$ cat src/rtl/tthbif_uart_regfile.sv
// tthbif_uart_regfile: UART command decoder and control register file for
// the TT-HBIF link. Decodes single-byte reads and two-byte writes arriving
// from the UART receiver and drives the four tap-select buses of the core.
//
// Optional feature: define TTHBIF_RF_WRITE_ACK_EN to return 8'h06 after every
// completed write. Without it, writes produce no tx traffic.
//
// Ports:
//   clk_i, rst_ni          core clock, asynchronous active-low reset
//   en_i                   block enable (low: FSM idles, registers hold)
//   rx_data_valid_i/_i     received byte strobe and data
//   tx_data_ready_i        transmitter can take a byte
//   tx_data_valid_o/_o     response byte handshake
//   *_tap_sel_o            TAPSEL register fields to the core
module tthbif_uart_regfile #(
    parameter int unsigned TIMEOUT_CLKS = 65536,
    parameter logic [7:0]  ID_VALUE     = 8'hB1
) (
    input  logic       clk_i,
    input  logic       rst_ni,
    input  logic       en_i,
    input  logic       rx_data_valid_i,
    input  logic [7:0] rx_data_i,
    input  logic       tx_data_ready_i,
    output logic       tx_data_valid_o,
    output logic [7:0] tx_data_o,
    output logic [1:0] rx_flop_tap_sel_o,
    output logic [1:0] rx_comb_tap_sel_o,
    output logic [1:0] tx_flop_tap_sel_o,
    output logic [1:0] tx_comb_tap_sel_o
);

    localparam int unsigned CNT_W = $clog2(TIMEOUT_CLKS);
    localparam logic [CNT_W-1:0] CNT_LAST = CNT_W'(TIMEOUT_CLKS - 1);
`ifdef TTHBIF_RF_WRITE_ACK_EN
    localparam logic [7:0] ACK_BYTE = 8'h06;
`endif

    localparam logic [3:0] ADDR_STATUS  = 4'h0;
    localparam logic [3:0] ADDR_TAPSEL  = 4'h1;
    localparam logic [3:0] ADDR_SCRATCH = 4'h2;
    localparam logic [3:0] ADDR_ID      = 4'h3;

    typedef enum logic [1:0] {
        IDLE  = 2'd0,
        WDATA = 2'd1,
        RESP  = 2'd2
    } state_t;

    state_t           state_q, state_d;
    logic [3:0]       addr_q, addr_d;
    logic [CNT_W-1:0] cnt_q, cnt_d;
    logic [1:0]       status_q, status_d;
    logic [7:0]       tapsel_q, tapsel_d;
    logic [7:0]       scratch_q, scratch_d;
    logic [7:0]       tx_data_q, tx_data_d;
    logic             tx_valid_q, tx_valid_d;
    logic [7:0]       rd_data_c;
    logic [1:0]       status_clr_c;
    logic             set_ovr_c, set_to_c;

    // Read mux addressed directly by the incoming command byte
    always_comb begin
        rd_data_c = 8'h00;
        case (rx_data_i[3:0])
            ADDR_STATUS:  rd_data_c = {6'b0, status_q};
            ADDR_TAPSEL:  rd_data_c = tapsel_q;
            ADDR_SCRATCH: rd_data_c = scratch_q;
            ADDR_ID:      rd_data_c = ID_VALUE;
            default:      rd_data_c = 8'h00;
        endcase
    end

    // Next-state, register update and response logic
    always_comb begin
        state_d      = state_q;
        addr_d       = addr_q;
        cnt_d        = cnt_q;
        tapsel_d     = tapsel_q;
        scratch_d    = scratch_q;
        tx_data_d    = tx_data_q;
        status_clr_c = 2'b00;
        set_ovr_c    = 1'b0;
        set_to_c     = 1'b0;

        if (!en_i) begin
            state_d = IDLE;
            cnt_d   = '0;
        end else begin
            case (state_q)
                IDLE: begin
                    // Reserved bits [6:4] set: byte silently discarded
                    if (rx_data_valid_i && (rx_data_i[6:4] == 3'b000)) begin
                        if (rx_data_i[7]) begin
                            state_d = WDATA;
                            addr_d  = rx_data_i[3:0];
                            cnt_d   = '0;
                        end else begin
                            state_d   = RESP;
                            tx_data_d = rd_data_c;
                        end
                    end
                end
                WDATA: begin
                    // A byte in the expiry cycle still completes the write
                    if (rx_data_valid_i) begin
                        case (addr_q)
                            ADDR_STATUS:  status_clr_c = rx_data_i[1:0];
                            ADDR_TAPSEL:  tapsel_d     = rx_data_i;
                            ADDR_SCRATCH: scratch_d    = rx_data_i;
                            default:      ;
                        endcase
                        cnt_d = '0;
`ifdef TTHBIF_RF_WRITE_ACK_EN
                        state_d   = RESP;
                        tx_data_d = ACK_BYTE;
`else
                        state_d   = IDLE;
`endif
                    end else if (cnt_q == CNT_LAST) begin
                        state_d  = IDLE;
                        cnt_d    = '0;
                        set_to_c = 1'b1;
                    end else begin
                        cnt_d = cnt_q + CNT_W'(1);
                    end
                end
                RESP: begin
                    if (rx_data_valid_i) set_ovr_c = 1'b1;
                    if (tx_data_ready_i) state_d = IDLE;
                end
                default: state_d = IDLE;
            endcase
        end

        // Hardware set beats a simultaneous W1C
        status_d   = (status_q & ~status_clr_c) | {set_to_c, set_ovr_c};
        tx_valid_d = (state_d == RESP);
    end

    // State and register file
    always_ff @(posedge clk_i or negedge rst_ni) begin
        if (!rst_ni) begin
            state_q    <= IDLE;
            addr_q     <= 4'h0;
            cnt_q      <= '0;
            status_q   <= 2'b00;
            tapsel_q   <= 8'hFF;
            scratch_q  <= 8'h00;
            tx_data_q  <= 8'h00;
            tx_valid_q <= 1'b0;
        end else begin
            state_q    <= state_d;
            addr_q     <= addr_d;
            cnt_q      <= cnt_d;
            status_q   <= status_d;
            tapsel_q   <= tapsel_d;
            scratch_q  <= scratch_d;
            tx_data_q  <= tx_data_d;
            tx_valid_q <= tx_valid_d;
        end
    end

    assign tx_data_valid_o   = tx_valid_q;
    assign tx_data_o         = tx_data_q;
    assign rx_flop_tap_sel_o = tapsel_q[1:0];
    assign rx_comb_tap_sel_o = tapsel_q[3:2];
    assign tx_flop_tap_sel_o = tapsel_q[5:4];
    assign tx_comb_tap_sel_o = tapsel_q[7:6];

endmodule

$ cat config.mk
export PLATFORM = sky130hd
export DESIGN_NAME = tthbif_uart_regfile
export DESIGN_NICKNAME = d
export VERILOG_FILES = /design/src/rtl/tthbif_uart_regfile.sv
export SDC_FILE = /design/constraint.sdc
export NUM_CORES = 1
export LEC_CHECK = 0
export BUFFER_PORTS_ARGS = -buffer_cell sky130_fd_sc_hd__buf_2
export CORE_UTILIZATION = 55
export CTS_CLUSTER_DIAMETER = 30
export CTS_CLUSTER_SIZE = 30
export DETAILED_ROUTE_END_ITERATION = 12
export GPL_ROUTABILITY_DRIVEN = 1
export HOLD_SLACK_MARGIN = 0.08
export PLACE_DENSITY_LB_ADDON = 0.2
export SLEW_MARGIN = 20
export SYNTH_ARGS = -nofsm -noshare
export SYNTH_HDL_FRONTEND = slang
export SYNTH_SLANG_ARGS = --single-unit
$ cat constraint.sdc
create_clock -name clk_i -period 2.5 [get_ports clk_i]
set_input_delay 0.25 -clock clk_i [delete_from_list [all_inputs] [get_ports clk_i]]
set_output_delay 0.25 -clock clk_i [all_outputs]
set_load 0.05 [all_outputs]
After elaboration in Yosys (flattened, before gate mapping)
Cells that the tools add are included.

Flip-flop bits (word level): 49. Logic and storage cells: 60. Bits of input ports: 13.

Reductions and logical operators: 10. Add/subtract/negate cells: 1. Bitwise gates (word level): 4. Mux-type cells: 25. Equal/unequal tests: 12.

Operator list (count): $mux W16 (5); $pmux W16 S2 (1); $pmux W8 S4 (1); $mux W2 (10); $add A16 B1 Y16 const B (1); $eq A16 B16 Y1 const B (1); $reduce_and A4 Y1 (4); $eq A4 B2 Y1 const B (3); $eq A4 B1 Y1 const B (2); $logic_not A4 Y1 (2); $mux W1 (7); $ne A3 B3 Y1 const B (2); $pmux W2 S3 (1); $eq A2 B2 Y1 const B (2); $logic_not A3 Y1 (1); $ne A3 B1 Y1 const B (1); $reduce_and A3 Y1 (1); $and A2 B2 Y2 (1); $eq A2 B1 Y1 const B (1); $logic_not A2 Y1 (1); $not A2 Y2 (1); $or A2 B2 Y2 (1); $logic_and A1 B1 Y1 (1); $not A1 Y1 (1).

Logic depth before layout (Yosys ltp)
Depth in word-level cells: 8. Mapped depth: 7.

Least setup slack after synthesis
No wires, ideal clock.

Path type: register -> register. Start: register cnt_q[0]. End: register cnt_q[1]. Clock period less this slack: 1781 ps. Cell stages (with the launch flop): 7. Required time: 2379 ps. Path slack: 719 ps. Arrival: 1660 ps. Setup time: 121 ps. Path through: dfrtp_1 ha_1 nand3_1 nor4_2 nor2_1 buf_2 a22o_1.

Longest elaborated chain between the ends: 5.

Ends and longest elaborated chain: start: declaration (line 52) `logic [CNT_W-1:0] cnt_q, cnt_d;`; start signal: assignment (line 155) `cnt_q <= cnt_d;`; $add A16 B1 Y16 or $eq A16 B16 Y1 (tied branches) (line 125, 120); $mux W16 (*) (line 120) `end else if (cnt_q == CNT_LAST) begin`; $mux W16 (*) (line 106) `if (rx_data_valid_i) begin`; $pmux W16 S2 (*) (line 90) `case (state_q)`; $mux W16 (*) (line 86) `if (!en_i) begin`.

Every way passes the cells marked *; elsewhere a longest branch is shown, timed or not. A chain may end at the register's enable or synchronous reset.

Worst setup path in the final report
Start: register state_q[1]. End: register cnt_q[7].

Longest elaborated chain between the ends: 3.

Ends and longest elaborated chain: start: declaration (line 50) `state_t state_q, state_d;`; start signal: assignment (line 153) `state_q <= state_d;`; $eq A2 B1 Y1 or $logic_not A2 Y1 (tied branches) (line 90); $ne A3 B1 Y1 (no line), or another cell as far along; $reduce_and A3 Y1 (no line) or $mux W16 (tied branches).

Parallel ways exist; a longest one is shown, timed or not.

==> flow_summary.html <==
<table>
<tr><th>Metric</th><th>Value</th></tr>
<tr><th colspan="2">Yosys</th></tr>
<tr><td>Share of the synthesized area in compound gates (AO/OA/AOI/OAI)</td><td>between 10% and 20%</td></tr>
<tr><td>Number of warnings reported in the yosys synthesis log</td><td>0</td></tr>
<tr><td>Xor and xnor fraction of the mapped netlist area</td><td>less than 1%</td></tr>
<tr><td>Syn Area/Cell</td><td>~11 sq um</td></tr>
<tr><td>Post-Synth Simple-Gate Area</td><td>15.7%</td></tr>
<tr><td>Post-Synthesis Cells</td><td>214</td></tr>
<tr><td>Number of distinct library cell variants in the gate-level netlist after synthesis</td><td>40</td></tr>
<tr><td>Post-Synthesis Net Count</td><td>228</td></tr>
<tr><td>Post-Synth Adder-Cell Area</td><td>0.540%</td></tr>
<tr><td>Multiplexer area fraction after synthesis</td><td>between 10 and 15%</td></tr>
<tr><td>Flip-flop and latch count after synthesis</td><td>49</td></tr>
<tr><td>Sequential share of the synthesized area</td><td>53.4%</td></tr>
<tr><td>Main combinational cell family by area after synthesis</td><td>simple AND/OR/NAND/NOR gates</td></tr>
<tr><td>Post-Synthesis Cell Area</td><td>approximately 2300 sq um</td></tr>
<tr><th colspan="2">Detailed routing</th></tr>
<tr><td>Post-route ant nets</td><td>0</td></tr>
<tr><td>Total Wirelength</td><td>4390 um</td></tr>
<tr><td>Routed via count divided by cell count</td><td>5.68</td></tr>
<tr><td>DRC errors left</td><td>0</td></tr>
<tr><td>Routed WL per cell</td><td>about 15 um</td></tr>
<tr><td>Vias</td><td>between 1500 and 2000</td></tr>
<tr><td>Length of the first detailed-routing pass in iterations</td><td>4</td></tr>
<tr><td>First DRT Iteration DRCs</td><td>91</td></tr>
<tr><th colspan="2">STA</th></tr>
<tr><td>Highest clock rate</td><td>455 MHz</td></tr>
<tr><td>Final Max Slew Viols</td><td>0</td></tr>
<tr><td>Final worst path period need</td><td>approximately 2200 ps</td></tr>
<tr><td>Number of endpoints with negative hold slack in the final report</td><td>0</td></tr>
<tr><td>Aggregate negative setup slack</td><td>0 ps</td></tr>
<tr><td>Worst clock skew</td><td>8.38 ps</td></tr>
<tr><td>Portion of the clock cycle consumed by the worst path in the final layout</td><td>87.9%</td></tr>
<tr><td>Max-Slew Margin vs Limit</td><td>42.1%</td></tr>
<tr><td>Setup Viol. Count Final</td><td>0</td></tr>
<tr><td>Unrepaired setup endpoints after global routing</td><td>no</td></tr>
<tr><td>Worst Max-Slew Pin Slew</td><td>865 ps</td></tr>
<tr><th colspan="2">Critical path</th></tr>
<tr><td>Capturing point of the worst reg2reg path</td><td>cnt_q[7]</td></tr>
<tr><td>Worst path cell trace</td><td>nand3b_1 &gt; or2_0 &gt; nor2_1 &gt; o21ai_0 &gt; a31oi_1</td></tr>
<tr><td>FF-to-FF Start</td><td>state_q[1]</td></tr>
<tr><td>Critical path start-end classification</td><td>reg2reg</td></tr>
<tr><td>Buffers &amp; Inverters on Critical Path</td><td>0</td></tr>
<tr><td>Top fanout value on the critical path</td><td>14</td></tr>
<tr><td>Worst endpoint required time</td><td>about 2700 ps</td></tr>
<tr><td>Top delay family on crit path</td><td>simple AND/OR/NAND/NOR gates</td></tr>
<tr><td>Crit path arrival time</td><td>around 2400 ps</td></tr>
<tr><td>Category of the worst setup path capture point</td><td>flop</td></tr>
<tr><td>Worst reg2reg path depth</td><td>5</td></tr>
<tr><td>Cell with the biggest individual delay on the critical path</td><td>sky130_fd_sc_hd__nor2_1</td></tr>
<tr><td>Startpoint type of the worst setup path</td><td>flop</td></tr>
<tr><td>Slack of the worst reg-to-reg path</td><td>300 ps</td></tr>
<tr><td>Longest individual stage delay on the worst path</td><td>740 ps</td></tr>
<tr><th colspan="2">Global route</th></tr>
<tr><td>Total grt overflow</td><td>0</td></tr>
<tr><td>Pin count of the biggest net entering global routing</td><td>23</td></tr>
<tr><td>Total Routing Usage GR</td><td>a little under a quarter</td></tr>
<tr><td>Initial antenna violation count</td><td>0</td></tr>
<tr><td>Number of global-route vias before repair</td><td>1611</td></tr>
<tr><td>First-pass GRT wire length</td><td>7360 um</td></tr>
<tr><th colspan="2">Clock tree</th></tr>
<tr><td>Root Buffer</td><td>sky130_fd_sc_hd__clkbuf_8</td></tr>
<tr><td>Post-cts gate resize count</td><td>0</td></tr>
<tr><td>Insertion delay to the later sink of the worst-skew pair</td><td>300 ps</td></tr>
<tr><td>Register clock-pin slew on the reported worst setup and hold paths</td><td>roughly 90 ps</td></tr>
<tr><td>Maximum number of buffers from clock root to sink</td><td>2</td></tr>
<tr><td>CTS tree</td><td>built</td></tr>
<tr><td>Level count of the clock H-tree</td><td>2</td></tr>
<tr><td>Number of buffers created by CTS</td><td>5</td></tr>
<tr><td>Clock sink count</td><td>about 50</td></tr>
<tr><th colspan="2">Cells and area</th></tr>
<tr><td>Nets</td><td>between 200 and 300</td></tr>
<tr><td>Count of filler cells inserted in the layout</td><td>around 320</td></tr>
<tr><td>Share of layout cells above drive strength 1</td><td>32.9%</td></tr>
<tr><td>Synth-to-layout area growth</td><td>14.5%</td></tr>
<tr><td>Sequential cell area</td><td>between 1000 and 1500 sq um</td></tr>
<tr><td>Antenna diode count</td><td>0</td></tr>
<tr><td>Finished Core Util</td><td>between 60% and 70%</td></tr>
<tr><td>Multi-input combinational cell area</td><td>1020 sq um</td></tr>
<tr><th colspan="2">Power and ir drop</th></tr>
<tr><td>Combinational fraction of design power</td><td>8.3%</td></tr>
<tr><td>Cell-internal power</td><td>1.20 mW</td></tr>
<tr><td>Pleak</td><td>1.22 nW</td></tr>
<tr><td>Switching share of power</td><td>22.9%</td></tr>
<tr><td>Reported net switching power</td><td>between 300 and 400 uW</td></tr>
<tr><td>Portion of total power attributed to sequential cells</td><td>54.2%</td></tr>
<tr><td>Power Dens Cells</td><td>585 nW/um^2</td></tr>
<tr><td>Highest ir drop seen on vdd</td><td>0.271 mV</td></tr>
<tr><td>Share of total power in the clock network</td><td>37.5%</td></tr>
<tr><th colspan="2">Run status</th></tr>
<tr><td>Outcome</td><td>finished clean</td></tr>
<tr><th colspan="2">Floorplanning</th></tr>
<tr><td>Number of placement rows</td><td>23</td></tr>
<tr><td>Die Area</td><td>about 4500 sq um</td></tr>
<tr><td>Die width</td><td>66.9 um</td></tr>
<tr><td>Floorplan die height</td><td>roughly 67 um</td></tr>
<tr><td>Area of the core region</td><td>about 4000 sq um</td></tr>
<tr><td>I/O pin count</td><td>30</td></tr>
<tr><td>Starting density of the core</td><td>57.5%</td></tr>
<tr><th colspan="2">Placement</th></tr>
<tr><td>Global placement routability congestion</td><td>~0.9</td></tr>
<tr><td>Number of port buffers</td><td>29</td></tr>
<tr><td>HPWL Detailed</td><td>3200 um</td></tr>
<tr><th colspan="2">Flow run</th></tr>
<tr><td>Max Cap Violations</td><td>0</td></tr>
<tr><th colspan="2">Min path</th></tr>
<tr><td>Worst Hold Class</td><td>in2reg</td></tr>
<tr><td>Beginning of the worst hold path</td><td>rx_data_i[3]</td></tr>
<tr><td>Cells on Worst Hold Path</td><td>2</td></tr>
<tr><td>WHS Endpoint</td><td>addr_q[3]</td></tr>
</table>
[repair_timing]
item	CTS	global route
buffers inserted	0	0
endpoints found under the hold margin	10	0
hold buffers	1	0
[how the worst max path moves through the flow]
stage	endpoint	startpoint	depth (start not counted)
after floorplan	cnt_q[1]	cnt_q[0]	6
after global placement	cnt_q[3]	cnt_q[0]	6
after detailed placement	cnt_q[7]	state_q[1]	5
after CTS	cnt_q[7]	state_q[1]	5
after global routing	cnt_q[12]	state_q[1]	5
final	cnt_q[7]	state_q[1]	5
[Yosys cell counts, drive strengths merged]
cell / number / area (sq um)
a211oi: 3 / 22.5
a21boi: 2 / 15.0
a21o: 3 / 22.5
a21oi: 12 / 60.1
a22o: 3 / 26.3
a22oi: 3 / 22.5
a31oi: 2 / 12.5
a32o: 1 / 10.0
buf: 4 / 18.8
clkbuf: 3 / 12.5
dfrtp: 41 / 1030
dfstp: 8 / 210
ha: 1 / 12.5
inv: 7 / 26.3
mux2: 28 / 315
mux2i: 1 / 10.0
nand2: 14 / 57.6
nand2b: 2 / 12.5
nand3: 8 / 40.0
nand3b: 1 / 7.51
nand4: 6 / 37.5
nor2: 18 / 75.1
nor2b: 4 / 25.0
nor3: 2 / 10.0
nor4: 4 / 31.3
o21ai: 19 / 95.1
o31ai: 1 / 7.51
o41ai: 1 / 8.76
or2: 3 / 18.8
or2b: 1 / 7.51
or3: 5 / 31.3
or4b: 1 / 10.0
xnor2: 2 / 17.5
[cells by family after synthesis]
group,after synthesis
flops,49
mux,29
simple gates,69
compound gates,50
buf+inv,14
fa+ha+maj,1
xor+xnor,2
[area by class of cell]
class                           instances  share of cell area (%)
Sequential cell                        49                    46.6
Multi-Input combinational cell        151                    38.5
Timing Repair Buffer                   34                    6.98
Clock buffer                            6                    3.11
Tap cell                               50                    2.36
Clock inverter                          2                    1.42
Inverter                                7                   0.991
[power groups by stage]
| stage | Combinational (mW) | Clock [mW] | Sequential [mW] |
|---|---|---|---|
| floorplan | 0.0523 | 0 | 0.878 |
| global placement | 0.129 | 0 | 0.855 |
| detailed placement | 0.130 | 0 | 0.856 |
| CTS | 0.132 | 0.596 | 0.841 |
| global route | 0.144 | 0.632 | 0.844 |
| finish | 0.129 | 0.581 | 0.841 |
[metrics by stage]
stage	area [sq um]	setup WS [ps]	hold slack, ps	std cells	power (mW)
3_3_place_gp	2520	416	131	290	0.984
3_5_place_dp	2520	358	132	290	0.987
2_1_floorplan	2320	719	-45.6	214	0.931
5_1_grt	2650	92.8	221	299	1.62
6_report	2650	303	220	299	1.55
4_1_cts	2650	328	222	299	1.57
[worst register-to-register path: cells and delay by family (launching register included)]
family           cells  cell delay [ps]
AND/OR/NAND/NOR      3             1290
AO/OA/AOI/OAI        2              400
flip-flops           1              420
[sequential cells by signal, summed over array words and instances, names as in the netlist]
| signal | count |
|---|---|
| tx_data_valid_o | 1 |
| state_q | 2 |
| tapsel_q | 8 |
| scratch_q | 8 |
| status_q | 2 |
| tx_data_o | 8 |
| cnt_q | 16 |
| addr_q | 4 |
[layer usage]
layer | track usage (%) | routed length [um] | up-vias
met5 | 0 | 0 | -
li1 | - | - | 841
met4 | 6.38 | 50 | 0
met2 | 39.6 | 2200 | 30
met3 | 6.34 | 142 | 7
met1 | 26.7 | 2000 | 820
[cells in the final DEF, fill, tap and decap left out, drive strengths merged, types with 2 or more instances in the layout]
| cell type | synthesis | routed |
|---|---|---|
| mux2 | 28 | 28 |
| nand4 | 6 | 6 |
| o21ai | 19 | 19 |
| xnor2 | 2 | 2 |
| inv | 7 | 7 |
| or2 | 3 | 3 |
| dfrtp | 41 | 41 |
| nand2b | 2 | 2 |
| nor3 | 2 | 2 |
| nor2 | 18 | 18 |
| clkbuf | 3 | 6 |
| nor4 | 4 | 4 |
| buf | 4 | 33 |
| a22oi | 3 | 3 |
| nand2 | 14 | 14 |
| nor2b | 4 | 4 |
| nand3 | 8 | 8 |
| a211oi | 3 | 3 |
| or3 | 5 | 5 |
| a21boi | 2 | 2 |
| a21oi | 12 | 12 |
| a31oi | 2 | 2 |
| a22o | 3 | 3 |
| dfstp | 8 | 8 |
| a21o | 3 | 3 |
Note: power is estimated with default switching activity, not from simulation.
